`config.mk`:
```
export PLATFORM = sky130hd
export DESIGN_NAME = qpu_exu_alu_lsu_agu
export DESIGN_NICKNAME = d
export VERILOG_FILES = /design/src/rtl/qpu_exu_alu_lsu_agu_pkg.sv /design/src/rtl/qpu_exu_alu_lsu_agu.sv
export SDC_FILE = /design/constraint.sdc
export NUM_CORES = 1
export LEC_CHECK = 0
export CAP_MARGIN = 30
export CORE_MARGIN = 4
export CORE_UTILIZATION = 40
export DETAILED_ROUTE_END_ITERATION = 10
export PLACE_DENSITY_LB_ADDON = 0.2
export SYNTH_ARGS = -nofsm -noshare
export SYNTH_HDL_FRONTEND = slang
export SYNTH_SLANG_ARGS = --single-unit
export TNS_END_PERCENT = 10
```
`constraint.sdc`:
```
create_clock -name clk -period 1.52 [get_ports clk]
set_input_delay 0.152 -clock clk [delete_from_list [all_inputs] [get_ports clk]]
set_output_delay 0.152 -clock clk [all_outputs]
set_load 0.005 [all_outputs]
```
`src/rtl/qpu_exu_alu_lsu_agu_pkg.sv`:
```
// Shared widths, FSM encoding and captured-op payload for the QPU LSU sequencer.
package qpu_exu_alu_lsu_agu_pkg;

    localparam int unsigned QPU_XLEN    = 32;
    localparam int unsigned QPU_RDIDX_W = 5;

    typedef enum logic [2:0] {
        ST_IDLE = 3'd0,
        ST_ADDR = 3'd1,
        ST_CMD  = 3'd2,
        ST_RSP  = 3'd3,
        ST_WB   = 3'd4
    } lsu_state_e;

    // One dispatched load/store as held for the whole transaction.
    typedef struct packed {
        logic                   load;
        logic [QPU_XLEN-1:0]    rs1;
        logic [QPU_XLEN-1:0]    imm;
        logic [QPU_XLEN-1:0]    wdata;
        logic [QPU_RDIDX_W-1:0] rdidx;
    } lsu_op_t;

endpackage

```
`src/rtl/qpu_exu_alu_lsu_agu.sv`:
```
// Single-outstanding load/store sequencer: borrows the ALU adder for the
// effective address, then runs one memory cmd/rsp and a write-back handshake.
// Optional alignment check: QPU_LSU_MISALIGN_CHK_EN.
module qpu_exu_alu_lsu_agu
    import qpu_exu_alu_lsu_agu_pkg::*;
#(
    parameter int unsigned XLEN    = QPU_XLEN,
    parameter int unsigned RDIDX_W = QPU_RDIDX_W
) (
    input  logic               clk,
    input  logic               rst_n,
    input  logic               i_valid,
    output logic               i_ready,
    input  logic               i_load,
    input  logic [XLEN-1:0]    i_rs1,
    input  logic [XLEN-1:0]    i_imm,
    input  logic [XLEN-1:0]    i_wdata,
    input  logic [RDIDX_W-1:0] i_rdidx,
    output logic               lsu_req_alu,
    output logic [XLEN-1:0]    lsu_req_alu_op1,
    output logic [XLEN-1:0]    lsu_req_alu_op2,
    input  logic [XLEN-1:0]    lsu_req_alu_res,
    output logic               cmd_valid,
    input  logic               cmd_ready,
    output logic               cmd_read,
    output logic [XLEN-1:0]    cmd_addr,
    output logic [XLEN-1:0]    cmd_wdata,
    input  logic               rsp_valid,
    output logic               rsp_ready,
    input  logic [XLEN-1:0]    rsp_rdata,
    input  logic               rsp_err,
    output logic               wbck_valid,
    input  logic               wbck_ready,
    output logic [XLEN-1:0]    wbck_wdat,
    output logic [RDIDX_W-1:0] wbck_rdidx,
    output logic               wbck_err,
    output logic               busy
);

    lsu_state_e         state_q, state_d;
    lsu_op_t            op_q, op_d;
    logic [XLEN-1:0]    addr_q, addr_d;
    logic [XLEN-1:0]    rdata_q, rdata_d;
    logic               err_q, err_d;

    logic               i_ready_q, i_ready_d;
    logic               busy_q, busy_d;
    logic               lsu_req_alu_q, lsu_req_alu_d;
    logic [XLEN-1:0]    lsu_req_alu_op1_q, lsu_req_alu_op1_d;
    logic [XLEN-1:0]    lsu_req_alu_op2_q, lsu_req_alu_op2_d;
    logic               cmd_valid_q, cmd_valid_d;
    logic               cmd_read_q, cmd_read_d;
    logic [XLEN-1:0]    cmd_addr_q, cmd_addr_d;
    logic [XLEN-1:0]    cmd_wdata_q, cmd_wdata_d;
    logic               rsp_ready_q, rsp_ready_d;
    logic               wbck_valid_q, wbck_valid_d;
    logic [XLEN-1:0]    wbck_wdat_q, wbck_wdat_d;
    logic [RDIDX_W-1:0] wbck_rdidx_q, wbck_rdidx_d;
    logic               wbck_err_q, wbck_err_d;

    // Next state, capture registers, and outputs decoded from the next state
    // so every port comes straight from a flop.
    always_comb begin
        state_d = state_q;
        op_d    = op_q;
        addr_d  = addr_q;
        rdata_d = rdata_q;
        err_d   = err_q;

        unique case (state_q)
            ST_IDLE: begin
                if (i_valid && i_ready_q) begin
                    op_d.load  = i_load;
                    op_d.rs1   = i_rs1;
                    op_d.imm   = i_imm;
                    op_d.wdata = i_wdata;
                    op_d.rdidx = i_rdidx;
                    rdata_d    = '0;
                    err_d      = 1'b0;
                    state_d    = ST_ADDR;
                end
            end
            ST_ADDR: begin
                addr_d = lsu_req_alu_res;
`ifdef QPU_LSU_MISALIGN_CHK_EN
                if (lsu_req_alu_res[1:0] != 2'b00) begin
                    err_d   = 1'b1;
                    rdata_d = '0;
                    state_d = ST_WB;
                end else begin
                    state_d = ST_CMD;
                end
`else
                state_d = ST_CMD;
`endif
            end
            ST_CMD: begin
                if (cmd_valid_q && cmd_ready) begin
                    state_d = ST_RSP;
                end
            end
            ST_RSP: begin
                if (rsp_valid) begin
                    rdata_d = op_q.load ? rsp_rdata : '0;
                    err_d   = rsp_err;
                    state_d = ST_WB;
                end
            end
            ST_WB: begin
                if (wbck_valid_q && wbck_ready) begin
                    state_d = ST_IDLE;
                end
            end
            default: state_d = ST_IDLE;
        endcase

        i_ready_d         = (state_d == ST_IDLE);
        busy_d            = (state_d != ST_IDLE);
        lsu_req_alu_d     = (state_d == ST_ADDR);
        lsu_req_alu_op1_d = (state_d == ST_ADDR) ? op_d.rs1 : '0;
        lsu_req_alu_op2_d = (state_d == ST_ADDR) ? op_d.imm : '0;
        cmd_valid_d       = (state_d == ST_CMD);
        cmd_read_d        = (state_d == ST_CMD) && op_d.load;
        cmd_addr_d        = (state_d == ST_CMD) ? addr_d : '0;
        cmd_wdata_d       = ((state_d == ST_CMD) && !op_d.load) ? op_d.wdata : '0;
        rsp_ready_d       = (state_d == ST_RSP);
        wbck_valid_d      = (state_d == ST_WB);
        wbck_wdat_d       = (state_d == ST_WB) ? rdata_d : '0;
        wbck_rdidx_d      = ((state_d == ST_WB) && op_d.load) ? op_d.rdidx : '0;
        wbck_err_d        = (state_d == ST_WB) && err_d;
    end

    // State register; async reset aborts any op in flight.
    always_ff @(posedge clk or negedge rst_n) begin
        if (!rst_n) begin
            state_q           <= ST_IDLE;
            op_q              <= '0;
            addr_q            <= '0;
            rdata_q           <= '0;
            err_q             <= 1'b0;
            i_ready_q         <= 1'b0;
            busy_q            <= 1'b0;
            lsu_req_alu_q     <= 1'b0;
            lsu_req_alu_op1_q <= '0;
            lsu_req_alu_op2_q <= '0;
            cmd_valid_q       <= 1'b0;
            cmd_read_q        <= 1'b0;
            cmd_addr_q        <= '0;
            cmd_wdata_q       <= '0;
            rsp_ready_q       <= 1'b0;
            wbck_valid_q      <= 1'b0;
            wbck_wdat_q       <= '0;
            wbck_rdidx_q      <= '0;
            wbck_err_q        <= 1'b0;
        end else begin
            state_q           <= state_d;
            op_q              <= op_d;
            addr_q            <= addr_d;
            rdata_q           <= rdata_d;
            err_q             <= err_d;
            i_ready_q         <= i_ready_d;
            busy_q            <= busy_d;
            lsu_req_alu_q     <= lsu_req_alu_d;
            lsu_req_alu_op1_q <= lsu_req_alu_op1_d;
            lsu_req_alu_op2_q <= lsu_req_alu_op2_d;
            cmd_valid_q       <= cmd_valid_d;
            cmd_read_q        <= cmd_read_d;
            cmd_addr_q        <= cmd_addr_d;
            cmd_wdata_q       <= cmd_wdata_d;
            rsp_ready_q       <= rsp_ready_d;
            wbck_valid_q      <= wbck_valid_d;
            wbck_wdat_q       <= wbck_wdat_d;
            wbck_rdidx_q      <= wbck_rdidx_d;
            wbck_err_q        <= wbck_err_d;
        end
    end

    assign i_ready         = i_ready_q;
    assign busy            = busy_q;
    assign lsu_req_alu     = lsu_req_alu_q;
    assign lsu_req_alu_op1 = lsu_req_alu_op1_q;
    assign lsu_req_alu_op2 = lsu_req_alu_op2_q;
    assign cmd_valid       = cmd_valid_q;
    assign cmd_read        = cmd_read_q;
    assign cmd_addr        = cmd_addr_q;
    assign cmd_wdata       = cmd_wdata_q;
    assign rsp_ready       = rsp_ready_q;
    assign wbck_valid      = wbck_valid_q;
    assign wbck_wdat       = wbck_wdat_q;
    assign wbck_rdidx      = wbck_rdidx_q;
    assign wbck_err        = wbck_err_q;

endmodule

```
==> flow_summary.toml, run 1 <==
[die]
rows = 58
fp.dieArea_mm2 = 0.0281
core_mm2 = 0.0251
die_w_um = 168
die_h_um = 168
io-pin-count = 346
start_util_pct = 40.6

[layout]
fin_cells = 1553
fin_nets = 1373
fillCellCount = 2034
drive_above_1_share_pct = 17.8
final_common_cell = "dfrtp_1"
antenna_cells = 0
layout_common_cells = "dfrtp_1, clkdlybuf4s50_1, dlygate4sd2_1, nand2_1, and3_1"
syn2layout_area_growth_pct = 59.1

[critical_path]
setup.worst_path.class = "reg2reg"
cpPeakStageDelay_ns = 0.43
worst-path-buf-inv = 1
critPathCaptureType = "flip-flop"
slowest_stage = "dfrtp_1"
crit_fanout = 15
worstPathCellList = "and4bb_4 -> buf_12 -> nand3_1 -> a2111oi_2"
r2r-start = "state_q[1]$_DFF_PN0_"
critPathLaunchType = "flip-flop"
cp.arrival_ns = 2.04
rrSetupSlack_ns = -0.11
r2r_end = "cmd_wdata[17]$_DFF_PN0_"
worstPathRequired_ns = 1.93
critPathTopFamily = "simple AND/OR/NAND/NOR gates"
reg2reg_depth = 4

[clocking]
worstSkewPairLatency_ns = 0.54
cts_tree = "done"
cts.sinks = 279
cts_buffers = 29
htreeDepth = 1
clk_pin_slew_worst_paths_ns = 0.06
ctsRootBufferMaster = "clkbuf_16"
clockBufferDepth = 3

[sta]
rsz0062_at_grt = "yes"
worst_pin_slew_ns = 0.499
hold_viol_final = 0
slew_headroom_pct = 66.7
drv_slew = 0
fmax_mhz = 613
min_period_over_period_pct = 107
skew_ns = 0.0165
fin_ws_ns = -0.111
setup_viol = 137
finalCriticalPeriod_ns = 1.63
setup_tns_ns = -5.84
hold_slack_ns = 0.140

[placement]
port_buffers = 345
dp_hpwl_um = 20500
gp_congestion = 0.783
dp.cells = 1489

[grt]
grt_max_degree = 56
grt_pass1_wl_um = 46700
first_global_vias = 8179
grt_util_all_layers_pct = 20.7
grt_antenna_before_repair = 1
overflow = 0

[hold_path]
min_path_type = "in2async"

[routing]
dr_total_vias = 7887
ant_nets = 0
drt-total-wl_um = 31000
wire_per_inst_um = 20.0
post_drt_via_cell_ratio = 5.08
drc = 0
drtIter0Drc = 486
dr.pass1.iters = 6

[synth]
yosys.area.top_type = "dfrtp_1"
seq_area_frac_synth_pct = 68.5
yosys_register_bits = 279
synth_edf_count = 0
yosys_warnings = 0
synthCells = 826
async_reset_ff_share_pct = 100
syn_nets = 999
netlist_area_mm2 = 0.0102
syn_avg_cell_area_um2 = 12.3
yosys.cell_types.count = 39
dominantRegCellSynth = "dfrtp_1"
synthDominantCellAreaShare_pct = 68.5
synth_area_leaders = "dfrtp_1, and3_1, nand3_1"

[power_and_ir_drop]
power_density_mw_per_mm2 = 1730
p_sw_share_pct = 31.8
internal-power_mw = 19.1
power_mw = 28.0
pwr-share-comb_pct = 36.2
power.leakage_nw = 8.27
power_frac_clock_pct = 27.6
p_switching_mw = 8.92
vdd_ir_drop_max_v = 0.000975
sequentialPowerShare_pct = 36.2

[flow_run]
maxCapViolations = 0

[run_status]
violations = "negative setup slack"
status = "finished, violations left"
-- worst max path at each step --
stage,from,to,slack [ns],depth (start not counted)
global placement,i_valid,cmd_wdata[15]$_DFF_PN0_,-0.21,5
global route,state_q[1]$_DFF_PN0_,cmd_wdata[17]$_DFF_PN0_,-0.21,4
CTS,state_q[1]$_DFF_PN0_,cmd_wdata[18]$_DFF_PN0_,-0.1,4
finish,state_q[1]$_DFF_PN0_,cmd_wdata[17]$_DFF_PN0_,-0.11,4
detailed placement,i_valid,cmd_wdata[15]$_DFF_PN0_,-0.39,5
floorplan,state_q[0]$_DFF_PN0_,cmd_wdata[28]$_DFF_PN0_,-0.03,6
-- flip-flops by register name, indices dropped and copies added, names as in the netlist --
register and count:
rsp_ready 1, cmd_valid 1, rdata_q 32, op_q 38
wbck_wdat 32, cmd_read 1, i_ready 1, addr_q 32
err_q 1, state_q 3, cmd_addr 32, lsu_req_alu_op2 32
lsu_req_alu_op1 32, wbck_rdidx 5, wbck_valid 1, busy 1
cmd_wdata 32, wbck_err 1, lsu_req_alu 1
-- cells by family (layout without fill, tap and decap cells) --
group / count (synthesis) / in the layout / share of synthesized area (%)
buffers and inverters: 114 / 511 / 5.06
muxes: 38 / 38 / 3.82
DFF: 279 / 279 / 68.5
and+or+nand+nor: 252 / 252 / 12.9
AOI/OAI and AO/OA: 143 / 143 / 9.67
-- power groups by stage --
stage / combinational (mW) / clock (mW) / sequential, mW
2_1_floorplan: 4.20 / 0 / 10.1
3_3_place_gp: 8.62 / 0 / 10.2
3_5_place_dp: 8.78 / 0 / 10.2
4_1_cts: 8.87 / 7.94 / 10.1
5_1_grt: 11.0 / 8.25 / 10.4
6_report: 10.1 / 7.74 / 10.2
-- Yosys cell counts, types with 2 or more instances --
cell         n
nor3_1      32
nand2b_1     2
a2111oi_1   15
inv_2        2
mux2i_1     31
dfrtp_1    279
a21oi_1     39
nand3_1     64
o211ai_1    37
mux2_1       7
nor3b_1      2
nand4_1      5
inv_1       32
or2_1        2
and3_1      65
o21ai_1     32
nand2_1     66
buf_1        4
buf_4       11
nor2b_1      2
buf_2       31
clkbuf_1    33
a2111oi_0   13
nor2_1       2
a2111oi_2    4
-- per-stage QoR --
| stage | cell area (um^2) | utilization [%] | setup slack [ns] |
|---|---|---|---|
| final | 16200 | 64.6 | -0.111 |
| after global routing | 16200 | 64.6 | -0.206 |
| after CTS | 15600 | 62.2 | -0.0978 |
| after detailed placement | 14600 | 58.0 | -0.394 |
| after global placement | 14600 | 58.0 | -0.213 |
| after floorplan | 10200 | - | -0.0282 |
-- layer usage --
layer,global-route usage [%],routed length [um],up-vias
met5,0,9,-
met4,4.80,553,2
met3,6.78,2750,34
met2,33.6,15100,283
met1,27.2,12600,3919
li1,-,-,3649
-- what timing repair did --
| action | 4_1_cts | 5_1_grt |
|---|---|---|
| pin swaps | 3 | 19 |
| buffers inserted | 0 | 3 |
| endpoints found under the hold margin | 279 | 0 |
| hold buffers | 1 | 0 |
| setup endpoints to repair | 284 | 203 |
| cloned | 0 | 6 |
| gates resized for setup | 219 | 77 |
-- cell type report --
type	instances	area [um^2]	share of cell area (%)
sequential	279	6990	43.1
timing repair buffer	423	4360	26.9
multi-input combinational	433	3260	20.1
clock buffer	37	796	4.91
tap	330	413	2.55
clock inverter	17	269	1.66
inverter	34	128	0.787
Note: power is estimated with default switching activity, not from simulation.
==> inputs of run 2 (changes only) <==
--- a/config.mk
+++ b/config.mk
@@ -5,9 +5,10 @@
 export SDC_FILE = /design/constraint.sdc
 export NUM_CORES = 1
 export LEC_CHECK = 0
-export CAP_MARGIN = 30
+export CAP_MARGIN = 20
 export CORE_MARGIN = 4
-export CORE_UTILIZATION = 40
+export CORE_UTILIZATION = 35
+export CTS_CLUSTER_DIAMETER = 40
 export DETAILED_ROUTE_END_ITERATION = 10
 export PLACE_DENSITY_LB_ADDON = 0.2
 export SYNTH_ARGS = -nofsm -noshare
==> run 2 against run 1 <==
The flow still finishes with violations (negative setup slack). Wire length fell by 0.75%. Largest power group unchanged. Sequential power barely moved. Setup slack gained 0.028 ns. Via count increased by 0.86%. Cell area increased by 2.2%.
==> flow_summary.toml, run 2 (same netlist as run 1, synthesis figures left out) <==
[routing]
drt-total-wl_um = 30800
ant_nets = 0
post_drt_via_cell_ratio = 4.92
wire_per_inst_um = 19.1
drc = 0
dr_total_vias = 7955
drtIter0Drc = 615
dr.pass1.iters = 5

[layout]
largest-register = "op_q"
fin_nets = 1375
final_common_cell = "dfrtp_1"
drive_above_1_share_pct = 17.8
fillCellCount = 2369
largest_reg_flops = 38
fin_cells = 1617
final_area_mm2 = 0.0166
layout_common_cells = "dfrtp_1, clkdlybuf4s50_1, dlygate4sd2_1, nand2_1, and3_1"
syn2layout_area_growth_pct = 62.7
postLayoutCoreUtil_pct = 57.8

[sta]
fmax_mhz = 624
setup_viol = 74
worst_pin_slew_ns = 0.405
skew_ns = 0.0159
slew_headroom_pct = 73.0
min_period_over_period_pct = 105
setup_tns_ns = -2.03
finalCriticalPeriod_ns = 1.60
drv_slew = 0
fin_ws_ns = -0.0826
rsz0062_at_grt = "yes"
hold_viol_final = 0

[clocking]
clockBufferDepth = 3
cts.sinks = 279
ctsRootBufferMaster = "clkbuf_16"
cts_buffers = 40
clk_pin_slew_worst_paths_ns = 0.06
htreeDepth = 2
cts_tree = "done"
worstSkewPairLatency_ns = 0.52

[die]
core_mm2 = 0.0287
die_w_um = 179
io-pin-count = 346
rows = 62
start_util_pct = 35.5
die_h_um = 179
fp.dieArea_mm2 = 0.0319

[run_status]
violations = "negative setup slack"
status = "finished, violations left"

[placement]
port_buffers = 345
dpl_cell_area_mm2 = 0.0146
dp.cells = 1540
dp_hpwl_um = 20500
gp_congestion = 0.778
post-place-ws_ns = -0.279

[critical_path]
crit_fanout = 17
setup.worst_path.class = "reg2reg"
cpPeakStageDelay_ns = 0.41
worstPathCellList = "and4bb_4 -> buf_12 -> nand3_2 -> a2111oi_4"
critPathCaptureType = "flip-flop"
critPathTopFamily = "simple AND/OR/NAND/NOR gates"
slowest_stage = "and4bb_4"
critPathLaunchType = "flip-flop"
worstPathRequired_ns = 1.92
worst-path-buf-inv = 1
cp.arrival_ns = 2.00

[power_and_ir_drop]
power.leakage_nw = 8.78
power_density_mw_per_mm2 = 1770
vdd_ir_drop_max_v = 0.00111

[grt]
grt_pass1_wl_um = 46200
grt_max_degree = 73
grt_util_all_layers_pct = 18.3
overflow = 0
first_global_vias = 8094
grt_antenna_before_repair = 3

[hold_path]
min_path_type = "in2async"

[flow_run]
maxCapViolations = 0
[run 2: cell types whose count changed in the layout (fill, tap and decap cells not counted), sizes merged]
cell           delta
clkdlybuf4s50    +38
clkbuf            +4
diode             +1
clkinv            +5
buf               -5
dlymetal6s2s     +49
inv               +3
bufinv            -2
clkinvlp          +4
dlygate4sd2      -87
[run 2: area by class of cell]
cell class	count	area [um^2]	share of cell area (%)
Timing Repair Buffer	414	4370	26.4
Tap cell	384	480	2.90
Inverter	34	128	0.770
Sequential cell	279	6990	42.1
Clock buffer	45	1060	6.40
Multi-Input combinational cell	433	3240	19.5
Antenna cell	1	2.50	0.0151
Clock inverter	27	309	1.86
[run 2: path summary, 6_finish.rpt]
check / start / to / slack (ns) / cells after the start
min in group clk: i_imm[3] / lsu_req_alu_op2[3]$_DFF_PN0_ / 0.22 / 2
max in group asynchronous: rst_n / lsu_req_alu_op1[8]$_DFF_PN0_ / 0.73 / 3
hold reg to reg: addr_q[15]$_DFF_PN0_ / addr_q[15]$_DFF_PN0_ / 0.47 / 2
hold / removal: rst_n / cmd_addr[25]$_DFF_PN0_ / 0.11 / 2
setup reg to reg: state_q[1]$_DFF_PN0_ / cmd_wdata[11]$_DFF_PN0_ / -0.08 / 4
setup / recovery: state_q[1]$_DFF_PN0_ / cmd_wdata[11]$_DFF_PN0_ / -0.08 / 4
[run 2: what timing repair did]
| action | 4_1_cts | 5_1_grt |
|---|---|---|
| pin swaps | 9 | 58 |
| setup endpoints to repair | 221 | 253 |
| hold buffers | 1 | 0 |
| gates resized for setup | 137 | 110 |
| buffers inserted | 0 | 1 |
| cloned | 0 | 2 |
| hold endpoints to repair | 279 | 0 |
[run 2: per-stage QoR]
| step | total power, mW | hold slack [ns] |
|---|---|---|
| after floorplan | 14.3 | -0.144 |
| after global placement | 18.9 | 0.0410 |
| after detailed placement | 19.1 | 0.0458 |
| after CTS | 28.8 | 0.0916 |
| after global routing | 31.0 | 0.110 |
| final | 29.4 | 0.106 |
[run 2: metal layers]
layer / up-vias / global-route usage, % / wire (um)
li1: 3665 / - / -
met1: 3938 / 23.4 / 12700
met2: 306 / 29.4 / 14600
met3: 42 / 6.91 / 3010
met4: 4 / 4.89 / 529
met5: - / 0 / 32
[run 2: power breakdown]
group	internal, mW	switching, mW	leakage, nW
clock	5.92	3.43	0.660
sequential	9.46	0.708	3.71
combinational	4.69	5.15	4.41
